[src/rtl/uart_rx_fifo_if.sv]
// Word stream leaving the UART receiver FIFO: master drives data/valid, slave returns ready.
// A transfer happens on any clock edge where valid & ready are both high.
interface uart_rx_fifo_if #(
  parameter int data_width = 8
);
  logic [data_width-1:0] data;
  logic                  valid;
  logic                  ready;

  modport master (output data, output valid, input ready);
  modport slave  (input data, input valid, output ready);
endinterface

[src/rtl/uart_rx_fifo.sv]
// Oversampling UART receiver (parity, framing/break detection) feeding a circular FIFO.
// Word reaches the FIFO head one cycle after the stop sample; ready drains it, a full FIFO drops words with overrun.
module uart_rx_fifo #(
  parameter int board_freq  = 64,
  parameter int baud_rate   = 1,
  parameter int data_width  = 8,
  parameter int msb_first   = 1,
  parameter int parity_mode = 0,
  parameter int depth       = 4
) (
  input  logic                       clk_board,
  input  logic                       reset_n,
  input  logic                       enable,
  input  logic                       rx,
  uart_rx_fifo_if.master             rx_out,
  output logic                       frame_err,
  output logic                       parity_err,
  output logic                       overrun,
  output logic                       busy,
  output logic [$clog2(depth+1)-1:0] count
);
  localparam int T  = board_freq / baud_rate;
  localparam int H  = T / 2;
  localparam int TW = $clog2(T);
  localparam int BW = $clog2(data_width);
  localparam int AW = $clog2(depth);
  localparam int CW = $clog2(depth + 1);

  localparam logic [TW-1:0] T_LOAD   = TW'(T - 1);
  localparam logic [TW-1:0] H_LOAD   = TW'(H - 1);
  localparam logic [BW-1:0] LAST_BIT = BW'(data_width - 1);

  typedef enum logic [2:0] {IDLE, START, DATA, PARITY, STOP, BREAK} state_t;

  state_t                state, state_nxt;
  logic [TW-1:0]         timer, timer_nxt;
  logic [BW-1:0]         bit_cnt, bit_nxt;
  logic [data_width-1:0] shreg, shreg_nxt;
  logic                  par_bad, par_bad_nxt;
  logic                  tick;
  logic                  push_req, frame_nxt, parity_nxt;
  logic                  rx_meta, rx_s;

  logic [data_width-1:0] mem [depth];
  logic [AW-1:0]         wr_ptr, rd_ptr, rd_nxt;
  logic [CW-1:0]         count_q, count_nxt;
  logic [data_width-1:0] data_q, data_nxt;
  logic                  pop, full, do_push;

  // Synchroniser idles high so reset never looks like a start bit.
  always_ff @(posedge clk_board or negedge reset_n) begin
    if (!reset_n) begin
      rx_meta <= 1'b1;
      rx_s    <= 1'b1;
    end else begin
      rx_meta <= rx;
      rx_s    <= rx_meta;
    end
  end

  assign tick = (timer == '0);
  assign busy = (state != IDLE);

  always_ff @(posedge clk_board or negedge reset_n) begin
    if (!reset_n) state <= IDLE;
    else          state <= state_nxt;
  end

  always_comb begin
    state_nxt   = state;
    timer_nxt   = timer;
    bit_nxt     = bit_cnt;
    shreg_nxt   = shreg;
    par_bad_nxt = par_bad;
    push_req    = 1'b0;
    frame_nxt   = 1'b0;
    parity_nxt  = 1'b0;
    if (!enable) begin
      state_nxt = IDLE;
    end else begin
      unique case (state)
        IDLE: begin
          if (!rx_s) begin
            state_nxt   = START;
            timer_nxt   = H_LOAD;
            par_bad_nxt = 1'b0;
          end
        end
        START: begin
          if (!tick) begin
            timer_nxt = timer - 1'b1;
          end else if (rx_s) begin
            state_nxt = IDLE;
          end else begin
            state_nxt = DATA;
            timer_nxt = T_LOAD;
            bit_nxt   = '0;
          end
        end
        DATA: begin
          if (!tick) begin
            timer_nxt = timer - 1'b1;
          end else begin
            if (msb_first != 0) shreg_nxt = {shreg[data_width-2:0], rx_s};
            else                shreg_nxt = {rx_s, shreg[data_width-1:1]};
            timer_nxt = T_LOAD;
            if (bit_cnt == LAST_BIT) state_nxt = (parity_mode != 0) ? PARITY : STOP;
            else                     bit_nxt   = bit_cnt + 1'b1;
          end
        end
        PARITY: begin
          if (!tick) begin
            timer_nxt = timer - 1'b1;
          end else begin
            par_bad_nxt = ((^shreg) ^ rx_s) != (parity_mode == 2);
            state_nxt   = STOP;
            timer_nxt   = T_LOAD;
          end
        end
        STOP: begin
          if (!tick) begin
            timer_nxt = timer - 1'b1;
          end else if (!rx_s) begin
            frame_nxt = 1'b1;
            state_nxt = BREAK;
          end else begin
            parity_nxt = par_bad;
            push_req   = !par_bad;
            state_nxt  = IDLE;
          end
        end
        BREAK: begin
          if (rx_s) state_nxt = IDLE;
        end
        default: state_nxt = IDLE;
      endcase
    end
  end

  always_ff @(posedge clk_board or negedge reset_n) begin
    if (!reset_n) begin
      timer      <= '0;
      bit_cnt    <= '0;
      shreg      <= '0;
      par_bad    <= 1'b0;
      frame_err  <= 1'b0;
      parity_err <= 1'b0;
      overrun    <= 1'b0;
    end else begin
      timer      <= timer_nxt;
      bit_cnt    <= bit_nxt;
      shreg      <= shreg_nxt;
      par_bad    <= par_bad_nxt;
      frame_err  <= frame_nxt;
      parity_err <= parity_nxt;
      overrun    <= push_req & full & ~pop;
    end
  end

  // A full FIFO still accepts the word when the head leaves on the same edge.
  assign pop     = rx_out.valid & rx_out.ready;
  assign full    = (count_q == CW'(depth));
  assign do_push = push_req & (~full | pop);
  assign rd_nxt  = rd_ptr + AW'(pop);

  always_comb begin
    count_nxt = count_q;
    if (do_push && !pop)      count_nxt = count_q + CW'(1);
    else if (!do_push && pop) count_nxt = count_q - CW'(1);
  end

  // The head register bypasses memory when the pushed word becomes the head.
  always_comb begin
    data_nxt = mem[rd_nxt];
    if (count_nxt == '0)          data_nxt = '0;
    else if (count_q == CW'(pop)) data_nxt = shreg;
  end

  always_ff @(posedge clk_board) begin
    if (do_push) mem[wr_ptr] <= shreg;
  end

  always_ff @(posedge clk_board or negedge reset_n) begin
    if (!reset_n) begin
      wr_ptr  <= '0;
      rd_ptr  <= '0;
      count_q <= '0;
      data_q  <= '0;
    end else begin
      if (do_push) wr_ptr <= wr_ptr + 1'b1;
      rd_ptr  <= rd_nxt;
      count_q <= count_nxt;
      data_q  <= data_nxt;
    end
  end

  assign rx_out.data  = data_q;
  assign rx_out.valid = (count_q != '0);
  assign count        = count_q;

endmodule

[src/flat_wrapper.sv]
// flat-port wrapper written by rule: the top's interface ports become plain ports
module uart_rx_fifo_flat 
#(
  parameter int board_freq  = 64,
  parameter int baud_rate   = 1,
  parameter int data_width  = 8,
  parameter int msb_first   = 1,
  parameter int parity_mode = 0,
  parameter int depth       = 4
)
  (clk_board, reset_n, enable, rx, frame_err, parity_err, overrun, busy, count, rx_out_data, rx_out_valid, rx_out_ready);
  uart_rx_fifo_if #(.data_width(data_width)) rx_out_i ();
  input  logic clk_board;
  input  logic reset_n;
  input  logic enable;
  input  logic rx;
  output logic frame_err;
  output logic parity_err;
  output logic overrun;
  output logic busy;
  output logic [$clog2(depth+1)-1:0] count;
  output wire logic [$bits(rx_out_i.data)-1:0] rx_out_data;
  output wire logic [$bits(rx_out_i.valid)-1:0] rx_out_valid;
  input wire logic [$bits(rx_out_i.ready)-1:0] rx_out_ready;
  assign rx_out_data = rx_out_i.data;
  assign rx_out_valid = rx_out_i.valid;
  assign rx_out_i.ready = rx_out_ready;
  uart_rx_fifo #(.board_freq(board_freq), .baud_rate(baud_rate), .data_width(data_width), .msb_first(msb_first), .parity_mode(parity_mode), .depth(depth)) u_core (.clk_board(clk_board), .reset_n(reset_n), .enable(enable), .rx(rx), .rx_out(rx_out_i), .frame_err(frame_err), .parity_err(parity_err), .overrun(overrun), .busy(busy), .count(count));
endmodule
[config.mk]
export PLATFORM = sky130hd
export DESIGN_NAME = uart_rx_fifo_flat
export DESIGN_NICKNAME = d
export VERILOG_FILES = /design/src/rtl/uart_rx_fifo_if.sv /design/src/rtl/uart_rx_fifo.sv /design/src/flat_wrapper.sv
export SDC_FILE = /design/constraint.sdc
export NUM_CORES = 1
export LEC_CHECK = 0
export ABC_CLOCK_PERIOD_IN_PS = 3700
export CORE_ASPECT_RATIO = 1.4
export CORE_MARGIN = 3
export CORE_UTILIZATION = 30
export DETAILED_ROUTE_END_ITERATION = 10
export GPL_TIMING_DRIVEN = 0
export PLACE_DENSITY = 0.43
export SLEW_MARGIN = 30
export SYNTH_ARGS = -nofsm -noshare
export SYNTH_HDL_FRONTEND = slang
export SYNTH_SLANG_ARGS = --single-unit
[constraint.sdc]
create_clock -name clk_board -period 3.7 [get_ports clk_board]
set_input_delay 0.74 -clock clk_board [delete_from_list [all_inputs] [get_ports clk_board]]
set_output_delay 0.74 -clock clk_board [all_outputs]
set_load 0.02 [all_outputs]
======== Word-level counts from Yosys, hierarchy flattened ========
Memories as Yosys holds them, arrays and structs flattened.
Index checks and enable logic that the tools add are counted.
storage, ports and cells
  flip-flop bits (word level) ............. 41
  memory bits (writable) .................. 32
  word-level logic and storage cells ...... 114
  memories kept ........................... 1
memories
  name        depth  bits a word  rd ports  clocked after Yosys merged registers in  wr ports  RTL line            RTL
  u_core.mem  4      8            1         0                                        1         uart_rx_fifo.sv:44  logic [data_width-1:0] mem [depth];
operators by class
  $add $sub $neg .......................... 6
  equality and inequality tests ........... 23
  multiplexer cells ....................... 42
  bitwise logic cells ..................... 8
  reductions and logical operators ........ 20
operators by type and width
  cell                   number
  $mux W3                15
  $mux W6                5
  $pmux W6 S4            1
  $ne A3 B2 Y1 const B   6
  $pmux W3 S6            1
  $mux W8                2
  $mux W1                15
  $eq A3 B3 Y1 const B   4
  $ne A2 B2 Y1 const B   4
  $reduce_xor A8 Y1      1
  $reduce_and A7 Y1      1
  $add A3 B1 Y3 const B  2
  $eq A3 B2 Y1 const B   2
  $logic_not A3 Y1       2
  $logic_not A6 Y1       1
  $ne A2 B1 Y1 const B   3
  $ne A3 B3 Y1 const B   2
  $pmux W3 S2            1
  $reduce_and A3 Y1      2
  $reduce_and A6 Y1      1
  $reduce_bool A3 Y1     2
  $sub A6 B1 Y6 const B  1
  $reduce_and A5 Y1      1
  $and A1 B1 Y1          4
  other kinds (15)       20

======== Longest topological paths before layout ========
  depth after elaboration ................. 12
  depth in mapped cells ................... 10

======== Least setup slack after synthesis ========
OpenSTA, ideal clock, no wires.
  path type ............................... flip-flop to flip-flop
  start point ............................. reg u_core.count_q[0], in the netlist u_core.count[0]
  end point ............................... reg u_core.data_q[0], in the netlist u_core.rx_out.data[0]
  setup time .............................. 0.133 ns
  arrival time ............................ 2.851 ns
  path slack .............................. 0.716 ns
  stages on the path, launching flop included .. 11
  clock period less this slack ............ 2.984 ns
  path through ............................ dfrtp_1 inv_1 ha_1 nand2b_1 and2_1 clkbuf_1 ha_1 buf_1 mux4_2 mux2i_1 a21oi_1
RTL lines
  item                    RTL line             RTL
  from (decl)             uart_rx_fifo.sv:46   logic [CW-1:0] count_q, count_nxt;
  from (signal assigned)  uart_rx_fifo.sv:192  count_q <= count_nxt;
  $reduce_bool A3 Y1      uart_rx_fifo.sv:198  assign rx_out.valid = (count_q != '0);
  net rx_out_valid        flat_wrapper.sv:23   output wire logic [$bits(rx_out_i.valid)-1:0] rx_out_valid;
  $and A1 B1 Y1           uart_rx_fifo.sv:161  assign pop = rx_out.valid & rx_out.ready;
  $add A2 B1 Y2           uart_rx_fifo.sv:164  assign rd_nxt = rd_ptr + AW'(pop);
  net u_core.rd_nxt[0]    uart_rx_fifo.sv:45   logic [AW-1:0] wr_ptr, rd_ptr, rd_nxt;
  $mem_v2 Z4 W8           -
  $mux W8                 uart_rx_fifo.sv:176  else if (count_q == CW'(pop)) data_nxt = shreg;
  $mux W8                 uart_rx_fifo.sv:175  if (count_nxt == '0) data_nxt = '0;
  net u_core.data_nxt[0]  uart_rx_fifo.sv:47   logic [data_width-1:0] data_q, data_nxt;
  to (signal assigned)    uart_rx_fifo.sv:193  data_q <= data_nxt;
  to (decl)               uart_rx_fifo.sv:47
The timed path passes the listed nets, and every way through them passes these cells.
A chain may end at the register's enable or synchronous reset.

======== Worst setup path after layout ========
  start point ............................. reg u_core.count_q[0], in the netlist u_core.count[0]
  end point ............................... reg u_core.data_q[4], in the netlist u_core.rx_out.data[4]
RTL lines
  item                    RTL line
  $reduce_bool A3 Y1      uart_rx_fifo.sv:198
  $and A1 B1 Y1           uart_rx_fifo.sv:161
  $add A2 B1 Y2           uart_rx_fifo.sv:164
  net u_core.rd_nxt[0]    uart_rx_fifo.sv:45
  $mem_v2 Z4 W8           -
  $mux W8                 uart_rx_fifo.sv:176
  $mux W8                 uart_rx_fifo.sv:175
  net u_core.data_nxt[4]  uart_rx_fifo.sv:47
The timed path passes the listed nets, and every way through them passes these cells.

==> results.md <==
- For this design, the CTS-stage hold fixing added 0 buffers.
- The analysis attributes to cell leakage a power of 0.001605 µW.
- The hold path startpoint is u_core.rx_meta$_DFF_PN1_.
- Between clock sinks in the finished design, the worst skew comes to 0.007575 ns.
- The average footprint of a synthesized cell is 13.15 µm².
- Entering global routing, the biggest net connects 42 pins.
- The maximum vdd drop is 0.0002410 V.
- The total area inside the core boundary comes to 11,040 µm².
- In the final routed layout, each cell accounts on average for 15.77 µm.
- After the last flow step, the layout net total stands at 309.
- The number of remaining DRC errors is 0.
- The number of antenna diodes in the final layout is 0.
- The clock passes through at most 2 buffers.
- 21 I/O pins were placed.
- Using the TritonRoute via totals, the vias-per-cell ratio works out to 4.849.
- The CTS H-tree depth is 3.
- The pre-antenna-repair detailed-routing pass consisted of 4 iterations.
- The cell with the largest stage delay on the worst path is mux4_2.
- Once the clock tree was built, the setup fixing pass inserted 0 buffers.
- Clock-pin slew was measured on the worst setup and hold paths at 0.06 ns.
- The number of cells on the worst reg-to-reg path is 10.
- The total overflow left after global routing is 0.
- The final-report max-slew violation count came to 0.
- Leaving out filler cells and counting taps, the final layout contains 438.
- The number of antenna violations at the first check in global routing is 0.
- The overall routing resource usage is 0.1197.
- The die is 96.58 µm wide.
- For the pin with the worst max-slew slack, the measured transition is 0.7325 ns.
- The routability congestion estimate from global placement is 0.7193.
- The number of nets in the synthesized netlist is 279.
- The peak per-stage delay on the critical path is 0.59 ns.
- The vias after detailed routing is 2,124.
- In this run, the number of DRC markers left after iteration 0 of detailed routing was 105.
- The worst hold path terminates at u_core.rx_s$_DFF_PN1_.
- The placed wire-length estimate after detailed placement is 4708 µm.
- The full die area is 12,830 µm².
- The count of instances resized after the clock tree is built is 0.
- The worst register-to-register path ends at u_core.rx_out.data[4]$_DFF_PN0_.
- Setup violations remaining at the end of the flow were counted as 0.
- The mapped netlist covers 3446 µm².
- The arrival time at the worst endpoint is 3.39 ns.
- The final period demand of the worst path is 3.200 ns.
- The layout filler cell count is 1,113.
- The first global-routing pass estimated 11,450 µm of wire.
- The setup slack on the worst flop-to-flop path is 0.50 ns.
- The reg-to-reg critical path startpoint is u_core.count[0]$_DFF_PN0_.
- In this run the tightest slew margin relative to its limit is 0.5117.
- The path class of the tightest hold or removal check is reg2reg.
- The total of max-cap violations is 0.
- Total power for the finished layout comes to 2798 µW.
- Yosys attributes the largest share of cell area to dfrtp_1 28%, edfxtp_1 28%, mux4_2 5.2%.
- The cell count after synthesis is 262.
- The clock latency on the worst-skew pair is 0.33 ns.
- The total number of yosys warnings is 0.
- The starting utilization of the core area is 0.3122.
- For this block, the routed nets add up to 6907 µm of wire.
- The count of buffers inserted at the top-level ports is 19.
- TritonCTS built the clock tree.
- Ranked by instance count, the synthesized netlist is headed by 39 x dfrtp_1, 32 x edfxtp_1, 13 x nor2_1, 13 x o21ai_0.
- The post-synthesis async set-or-reset flop share is 0.5616.
- The highest clock frequency the design can meet is 312.5 MHz.
- The leading register cell type out of synthesis is dfrtp_1.
- The number of nets still failing antenna checks after routing is 0.
- The most common cell in the netlist is dfrtp_1.
- At the worst endpoint, the required time is 3.89 ns.
- Along the worst path, the maximum fanout reaches 8.
- The clock tree root buffer cell is clkbuf_16.
- Of the cells placed in the final design, the portion with a size suffix greater than 1 is 0.1684.
- In this design, the largest share of critical-path delay is due to buffers and inverters.
- The cell repeated most along the worst path is ha_1.
- Counting flops with a built-in enable in the synthesized netlist gives 32.
- Counting every sink on the clock net gives 73.
- In the finished design, the share of the clock period the worst path needs comes to 0.8648.
- The count of cell instances traversed by the critical path is 10.
- The category of the worst setup path capture point is a flop.
- For this design the ratio of total power to cell area is 680.1 nW/µm².
- Of the post-synthesis cell area, the dominant cell type holds 0.2832.
- The depth of the worst hold-timing path is 0.
- The total count of hold-check failures in the final report is 0.
- The category of the critical setup timing path is reg2reg.
- The area added between synthesis and finish is 19.39%.
- The flop and latch count out of synthesis is 73.
- Including well taps, the total number of placed cells is 422.
- The critical path goes through inv_1, ha_1, nand2b_1, and2_1, clkbuf_1, ha_1, buf_1, mux4_2, mux2i_1, a21oi_1.
- Buffers inserted during clock tree synthesis total 9.
- The critical path contains buffers and inverters numbering 3 combined.
- The flow ran to the end, and the final reports show no timing, DRC or antenna violations.
- The largest area contributor in the synthesized netlist is dfrtp_1.
- The height of the die is 132.8 µm.
- In the final timing run, aggregate negative setup slack is 0 ns.
- The fraction of the yosys area taken by sequential cells is 0.5773.
- The worst setup path is launched from a flop.
- The number of distinct library cells after synthesis is 52.
- The number of standard-cell rows in the floorplan is 45.
- Setup repair after global routing left no endpoint under its margin.
- The via count of the first global-routing pass is 2,230.
[metal layers]
| metal | vias to the layer above | share of wire | track usage |
|---|---|---|---|
| li1 | 1022 | - | - |
| met1 | 1071 | 0.42 | 0.1440 |
| met2 | 27 | 0.54 | 0.2024 |
| met3 | 4 | 0.032 | 0.02901 |
| met4 | 0 | 0.0088 | 0.04680 |
| met5 | - | 0 | 0 |
[stage by stage]
| step | hold WS [ns] | utilization | worst slack [ns] | area (µm²) |
|---|---|---|---|---|
| 5_1_grt | 0.3659 | 0.3728 | 0.1430 | 4114 |
| 6_report | 0.3569 | 0.3728 | 0.5001 | 4114 |
| 3_5_place_dp | 0.3503 | 0.3452 | 0.3997 | 3810 |
| 3_3_place_gp | 0.3489 | 0.3455 | 0.4178 | 3812 |
| 2_1_floorplan | 0.3452 | - | 0.7158 | 3446 |
| 4_1_cts | 0.3591 | 0.3721 | 0.3814 | 4106 |
[worst max path at each step]
| stage | from | endpoint | slack (ns) |
|---|---|---|---|
| finish | u_core.count[0]$_DFF_PN0_ | u_core.rx_out.data[4]$_DFF_PN0_ | 0.50 |
| global route | u_core.count[0]$_DFF_PN0_ | u_core.rx_out.data[4]$_DFF_PN0_ | 0.14 |
| CTS | u_core.count[0]$_DFF_PN0_ | u_core.rx_out.data[4]$_DFF_PN0_ | 0.38 |
| detailed placement | u_core.count[0]$_DFF_PN0_ | u_core.rx_out.data[4]$_DFF_PN0_ | 0.40 |
| global placement | u_core.count[0]$_DFF_PN0_ | u_core.rx_out.data[4]$_DFF_PN0_ | 0.42 |
| floorplan | u_core.count[0]$_DFF_PN0_ | u_core.rx_out.data[0]$_DFF_PN0_ | 0.72 |
[power breakdown]
part,internal (µW),leakage [µW],switching (µW)
Clock,524,0.000139,333
Sequential,940,0.000767,74.2
Combinational,445,0.000699,482
[cell families after synthesis]
kind of cell,after synthesis,synth area share
DFF,73,0.5773
AOI/OAI and AO/OA,46,0.08933
xor gates and xnor gates,13,0.03304
buffers and inverters,21,0.02578
and+or+nand+nor,70,0.1202
adders and majority gates,12,0.04357
muxes,27,0.1107
[sequential cells by signal, indices dropped and copies added (netlist names)]
register	count
u_core.bit_cnt	3
u_core.frame_err	1
u_core.state	3
u_core.rx_s	1
u_core.shreg	8
u_core.wr_ptr	2
u_core.par_bad	1
u_core.overrun	1
u_core.mem	32
u_core.rx_meta	1
u_core.parity_err	1
u_core.rx_out.data	8
u_core.rd_ptr	2
u_core.count	3
u_core.timer	6
[placed cells by master (no fill, tap or decap), types with 9 or more instances in the layout]
master and count:
a21oi_1 12, nand2_1 12, inv_1 10, clkbuf_16 9, o21ai_0 13, xnor2_1 11
clkdlybuf4s50_1 18, mux2_2 9, nor2_1 13, edfxtp_1 32, mux2i_1 10, ha_1 12
dfrtp_1 39
[area by class of cell]
cell class	instances	area (µm²)	area share
Clock inverter	6	67.56	0.01642
Sequential cell	73	1989	0.4836
Clock buffer	10	229.0	0.05566
Multi-Input combinational cell	168	1375	0.3342
Timing Repair Buffer	19	187.7	0.04562
Inverter	10	37.54	0.009124
Tap cell	141	176.4	0.04288
Buffer	11	51.30	0.01247
[worst register-to-register path, delay by kind of cell, from the launching register on]
kind                     cells  cell delay (ns)
adder cells (fa/ha/maj)      2             0.59
AND/OR/NAND/NOR              2             0.29
multiplexers                 2             0.78
AO/OA/AOI/OAI                1             0.07
flip-flops                   1             0.44
buffers and inverters        3             0.87
Power figures use the tool's default switching activity.
==> patch 1: new RTL, same settings <==
Reset style: synchronous (`reset_n`), changed in 4 clocked blocks.
--- a/src/rtl/uart_rx_fifo.sv
+++ b/src/rtl/uart_rx_fifo.sv
@@ -50,3 +50,3 @@
   // Synchroniser idles high so reset never looks like a start bit.
-  always_ff @(posedge clk_board or negedge reset_n) begin
+  always_ff @(posedge clk_board) begin
     if (!reset_n) begin
@@ -63,3 +63,3 @@
 
-  always_ff @(posedge clk_board or negedge reset_n) begin
+  always_ff @(posedge clk_board) begin
     if (!reset_n) state <= IDLE;
@@ -139,3 +139,3 @@
 
-  always_ff @(posedge clk_board or negedge reset_n) begin
+  always_ff @(posedge clk_board) begin
     if (!reset_n) begin
@@ -182,3 +182,3 @@
 
-  always_ff @(posedge clk_board or negedge reset_n) begin
+  always_ff @(posedge clk_board) begin
     if (!reset_n) begin
Check against the original RTL: differs if reset_n is asserted again (counterexample within 4 cycles, from zero or initial values and one cycle with reset_n low); with reset_n held inactive, the same outputs for 10 cycles.
==> patch 1 against the unedited design <==
Total power down 11%. Area after synthesis down 2.7%. Sequential cell count unchanged. Setup slack better by 70 ps. Design area down 1.9%. Synthesized cell count up 11%. Wire length up 4.3%. Clock power up 2%. Critical path type is now input port to register. Largest cell class unchanged. Highest routed layer unchanged.
==> patch 1: results (changes against the unedited design) <==
layout-drive-gt1-share_pct: 12.2  # was 16.8%
cts_buffers: 9  # unchanged
synthFlopType: "dfxtp_1"  # was dfrtp_1
min_path_cells: 1  # was 0
synth_edf_count: 32  # unchanged
layout.nets: 340  # was 309
maxSlewHeadroom_pct: 48.8  # was 51.2%
grt_usage_pct: 12.8  # was 12.0%
worstPathMaxFanout: 10  # was 8
r2r_slack_ps: 670  # was 500 ps
synth_cell_types: 52  # unchanged
num_antenna_cells: 0  # unchanged
leakage_nw: 1.43  # was 1.61 nW
syn_nets: 309  # was 279
cts-resized-gates: 0  # unchanged
h-tree-depth: 3  # unchanged
holdPathEnd: "u_core.rx_s$_SDFF_PN1_"  # was u_core.rx_s$_DFF_PN1_
synth_seq_area_share_pct: 53.1  # was 57.7%
crit_arrival_ps: 3110  # was 3390 ps
ir_worst_vdd_v: 0.000243  # was 0.000241 V
async_flop_share_pct: 0  # was 56.2%
cts.clk_slew.worst_paths_ps: 60  # about the same
cap_violations: 0  # unchanged
netlist_instances: 292  # was 262
synthTopCellsByArea: "edfxtp_1, dfxtp_1, mux2i_1"  # was dfrtp_1, edfxtp_1, mux4_2
vias: 2239  # was 2124
postPlaceCellArea_sq_um: 3740  # was 3810 sq um
r2r_cells: 10  # unchanged
grt_pass1_wl_um: 11800  # was 11400 um
cp_slowest_cell: "clkdlybuf4s50_1"  # was mux4_2
clock-root-buffer: "clkbuf_16"  # unchanged
cts_buffer_depth: 2  # unchanged
portBuffers: 20  # was 19
grt_start_max_net_pins: 14  # was 42
clk-insertion-delay-late_ps: 330  # about the same
hpwlAfterDp_um: 4990  # was 4710 um
placed_cells: 453  # was 422
drtPass1Iterations: 4  # unchanged
post_cts_buffers: 0  # unchanged
cp_top_family: "simple AND/OR/NAND/NOR gates"  # was buffers and inverters
synth_commonest_cells: "dfxtp_1, edfxtp_1, a21oi_1"  # was dfrtp_1, edfxtp_1, nor2_1, o21ai_0
wl_per_cell_um: 15.4  # was 15.8 um
dp_slack_ps: 122  # was 400 ps
fin_skew_ps: 8.78  # was 7.57 ps
yosysWarnings: 0  # unchanged
hp-start: "u_core.rx_meta$_SDFF_PN1_"  # was u_core.rx_meta$_DFF_PN1_
antenna_found_initial: 0  # unchanged
place_congestion: 0.746  # was 0.719
cp_slowest_stage_delay_ps: 600
rr_endpoint: "u_core.rx_out.data[6]$_SDFF_PP0_"  # was u_core.rx_out.data[4]$_DFF_PN0_
largest_reg_flops: 32  # unchanged
drt_iter0_drc: 72  # was 105
r2r-start: "u_core.count[0]$_SDFF_PN0_"  # was u_core.count[0]$_DFF_PN0_
hp-class: "register to register"  # unchanged
top_register: "u_core.mem"  # unchanged
status: "finished, final reports clean"  # unchanged
final_cells: 469  # was 438
timing.hold.ws_ps: 418  # was 357 ps
patch 1: changes by cell type after synthesis, moves of 5 or more:
cell and change:
a21oi_1 +11, dfrtp_1 -39, dfxtp_1 +41, mux2_2 -9, mux2i_1 +10, nor2_1 +5
patch 1: area by class of cell:
cell class	instances	area (sq um)
clock buffer	10	229
fill	1074	6830
multi-input combinational	194	1480
timing repair buffer	20	200
inverter	14	52.6
clock inverter	6	67.6
buffer	11	42.5
tap	141	176
sequential	73	1780
patch 1: how the worst max path moves through the flow:
| stage | startpoint | depth (start not counted) | to | slack [ps] |
|---|---|---|---|---|
| 4_1_cts | enable | 5 | u_core.mem[0][6]$_DFFE_PP_ | 480 |
| 2_1_floorplan | u_core.count[0]$_SDFF_PN0_ | 10 | u_core.rx_out.data[0]$_SDFF_PP0_ | 870 |
| 3_3_place_gp | enable | 5 | u_core.mem[2][6]$_DFFE_PP_ | 120 |
| 6_report | enable | 5 | u_core.mem[0][6]$_DFFE_PP_ | 570 |
| 5_1_grt | enable | 5 | u_core.mem[0][6]$_DFFE_PP_ | 300 |
| 3_5_place_dp | enable | 5 | u_core.mem[0][6]$_DFFE_PP_ | 120 |
patch 1: routing by layer:
metal / track usage, % / routed length, um
met4: 4.59 / 120
met3: 3.60 / 211
met1: 14.8 / 3120
met2: 22.4 / 3760
met5: 0 / 0
patch 1: cells by family after synthesis:
family	Yosys count	share of synthesized area [%]
AO/OA/AOI/OAI	55	10.5
flip-flops	73	53.1
XOR/XNOR	10	2.61
multiplexers	30	12.2
AND/OR/NAND/NOR	87	14.2
buffers and inverters	25	2.84
adder cells (fa/ha/maj)	12	4.48
patch 1: report_power, final:
part	total, mW	switching (mW)	internal [mW]
sequential	0.912	0.0380	0.874
combinational	0.693	0.377	0.316
clock	0.871	0.346	0.524
total	2.48	0.761	1.72
==> patch 2: new RTL, same settings <==
Made on the original files. `msb_first` is set to 1 in 2 places; all go to 0.
--- a/src/rtl/uart_rx_fifo.sv
+++ b/src/rtl/uart_rx_fifo.sv
@@ -6,3 +6,3 @@
   parameter int data_width  = 8,
-  parameter int msb_first   = 1,
+  parameter int msb_first   = 0,
   parameter int parity_mode = 0,
--- a/src/flat_wrapper.sv
+++ b/src/flat_wrapper.sv
@@ -6,3 +6,3 @@
   parameter int data_width  = 8,
-  parameter int msb_first   = 1,
+  parameter int msb_first   = 0,
   parameter int parity_mode = 0,
Function: same outputs for any inputs over 10 cycles, from zero or initial values and one cycle with reset_n low; that may be too few to reach the edited logic, so the function may still have changed.
==> patch 2 against the unedited design <==
Core utilization is 0.48 points lower. Clock power rose by 1%. Combinational power down 5.5%. Design area up 1.4%. Setup slack improved by 65 ps. Area after synthesis rose by 1.4%. Clock skew hardly changed. Critical path depth unchanged. Global-route usage down 0.85 points. Total power is 2.0% lower. Wire length down 1.7%. Sequential cell count did not move. Critical path type unchanged.
==> patch 2: results (changes against the unedited design) <==
cts_buffer_depth: 2  # unchanged
cts.clk_slew.worst_paths_ps: 60  # about the same
layout-drive-gt1-share_pct: 18.4  # was 16.8%
synth_edf_count: 32  # unchanged
grt_pass1_vias: 2217  # was 2230
status: "finished, final reports clean"  # unchanged
worst_pin_slew_ps: 733  # about the same
async_flop_share_pct: 56.2  # unchanged
synthTopCellsByArea: "dfrtp_1, edfxtp_1, mux4_2"  # unchanged
synth_seq_area_share_pct: 56.9  # was 57.7%
cp_slowest_cell: "mux4_2"  # unchanged
netlist_instances: 274  # was 262
grt_pass1_wl_um: 11300  # was 11400 um
placed_cells: 437  # was 422
met3WireLength_um: 155  # was 220 um
nFillCells: 1094  # was 1113
place_congestion: 0.738  # was 0.719
wl_per_cell_um: 15.0  # was 15.8 um
crit_arrival_ps: 3330  # was 3390 ps
hpwlAfterDp_um: 4680  # was 4710 um
grt_usage_pct: 11.1  # was 12.0%
post_cts_buffers: 0  # unchanged
wl_met1_um: 3130  # was 2930 um
clk-insertion-delay-late_ps: 330  # about the same
route.met2.wl_um: 3360  # was 3700 um
ir_worst_vdd_v: 0.000215  # was 0.000241 V
highest_layer: "met4"  # unchanged
cts_buffers: 9  # unchanged
antenna_found_initial: 0  # unchanged
worstPathMaxFanout: 8  # unchanged
synth_commonest_cells: "dfrtp_1, edfxtp_1, o21ai_0"  # was dfrtp_1, edfxtp_1, nor2_1, o21ai_0
layout.nets: 321  # was 309
h-tree-depth: 3  # unchanged
final_cells: 453  # was 438
fin_skew_ps: 7.36  # was 7.57 ps
largest_reg_flops: 32  # unchanged
syn_nets: 291  # was 279
clock-root-buffer: "clkbuf_16"  # unchanged
leakage_nw: 1.63  # was 1.61 nW
synth_cell_types: 56  # was 52
top_register: "u_core.mem"  # unchanged
drt_iter0_drc: 56  # was 105
viasPerCell: 4.70  # was 4.85
drtPass1Iterations: 4  # unchanged
grt_start_max_net_pins: 42  # unchanged
cts-resized-gates: 0  # unchanged
dp_slack_ps: 253  # was 400 ps
patch 2: through the flow:
step,area [sq um],hold slack [ps]
after floorplan,3490,345
after global placement,3860,346
after detailed placement,3870,348
after CTS,4170,357
after global routing,4170,364
final,4170,356
patch 2: final timing paths:
check	endpoint	depth (start not counted)	slack [ps]	startpoint
min reg2reg	u_core.rx_s$_DFF_PN1_	0	360	u_core.rx_meta$_DFF_PN1_
min	u_core.rx_s$_DFF_PN1_	0	360	u_core.rx_meta$_DFF_PN1_
max reg2reg	u_core.rx_out.data[1]$_DFF_PN0_	10	560	u_core.count[1]$_DFF_PN0_
max in group asynchronous	u_core.state[0]$_DFFE_PN0P_	1	2910	reset_n
min in group asynchronous	u_core.rx_out.data[6]$_DFF_PN0_	1	410	reset_n
max	u_core.rx_out.data[1]$_DFF_PN0_	10	560	u_core.count[1]$_DFF_PN0_
patch 2: logic make-up after synthesis:
group	share of synthesized area, %
xor+xnor	3.01
simple gates	13.0
buf+inv	3.04
mux	10.6
flops	56.9
fa+ha+maj	4.30
compound gates	9.09
patch 2: where the power goes:
part	switching, mW	total [mW]	leakage, nW	internal [mW]
combinational	0.456	0.875	0.720	0.419
clock	0.342	0.869	0.146	0.527
sequential	0.0619	0.998	0.758	0.936
patch 2: critical path, delay by kind of cell (launching register included):
kind	cells	cell delay (ps)
flip-flops	1	470
adder cells (fa/ha/maj)	2	450
buffers and inverters	3	890
AND/OR/NAND/NOR	3	420
multiplexers	2	760
patch 2: final cells by class:
type	instances	area, sq um	share of cell area, %
inverters	11	41.3	0.990
repair buffers	19	188	4.50
clock inverters	7	77.6	1.86
multi-input cells	176	1410	33.7
plain buffers	14	65.1	1.56
well taps	144	180	4.32
flip-flops and latches	73	1990	47.7
clock buffers	9	225	5.40
patch 2: per-layer routing:
| layer | track usage, % | vias to the layer above |
|---|---|---|
| met2 | 18.9 | 27 |
| li1 | - | 1056 |
| met4 | 5.54 | 0 |
| met5 | 0 | - |
| met1 | 13.6 | 1036 |
| met3 | 1.99 | 10 |
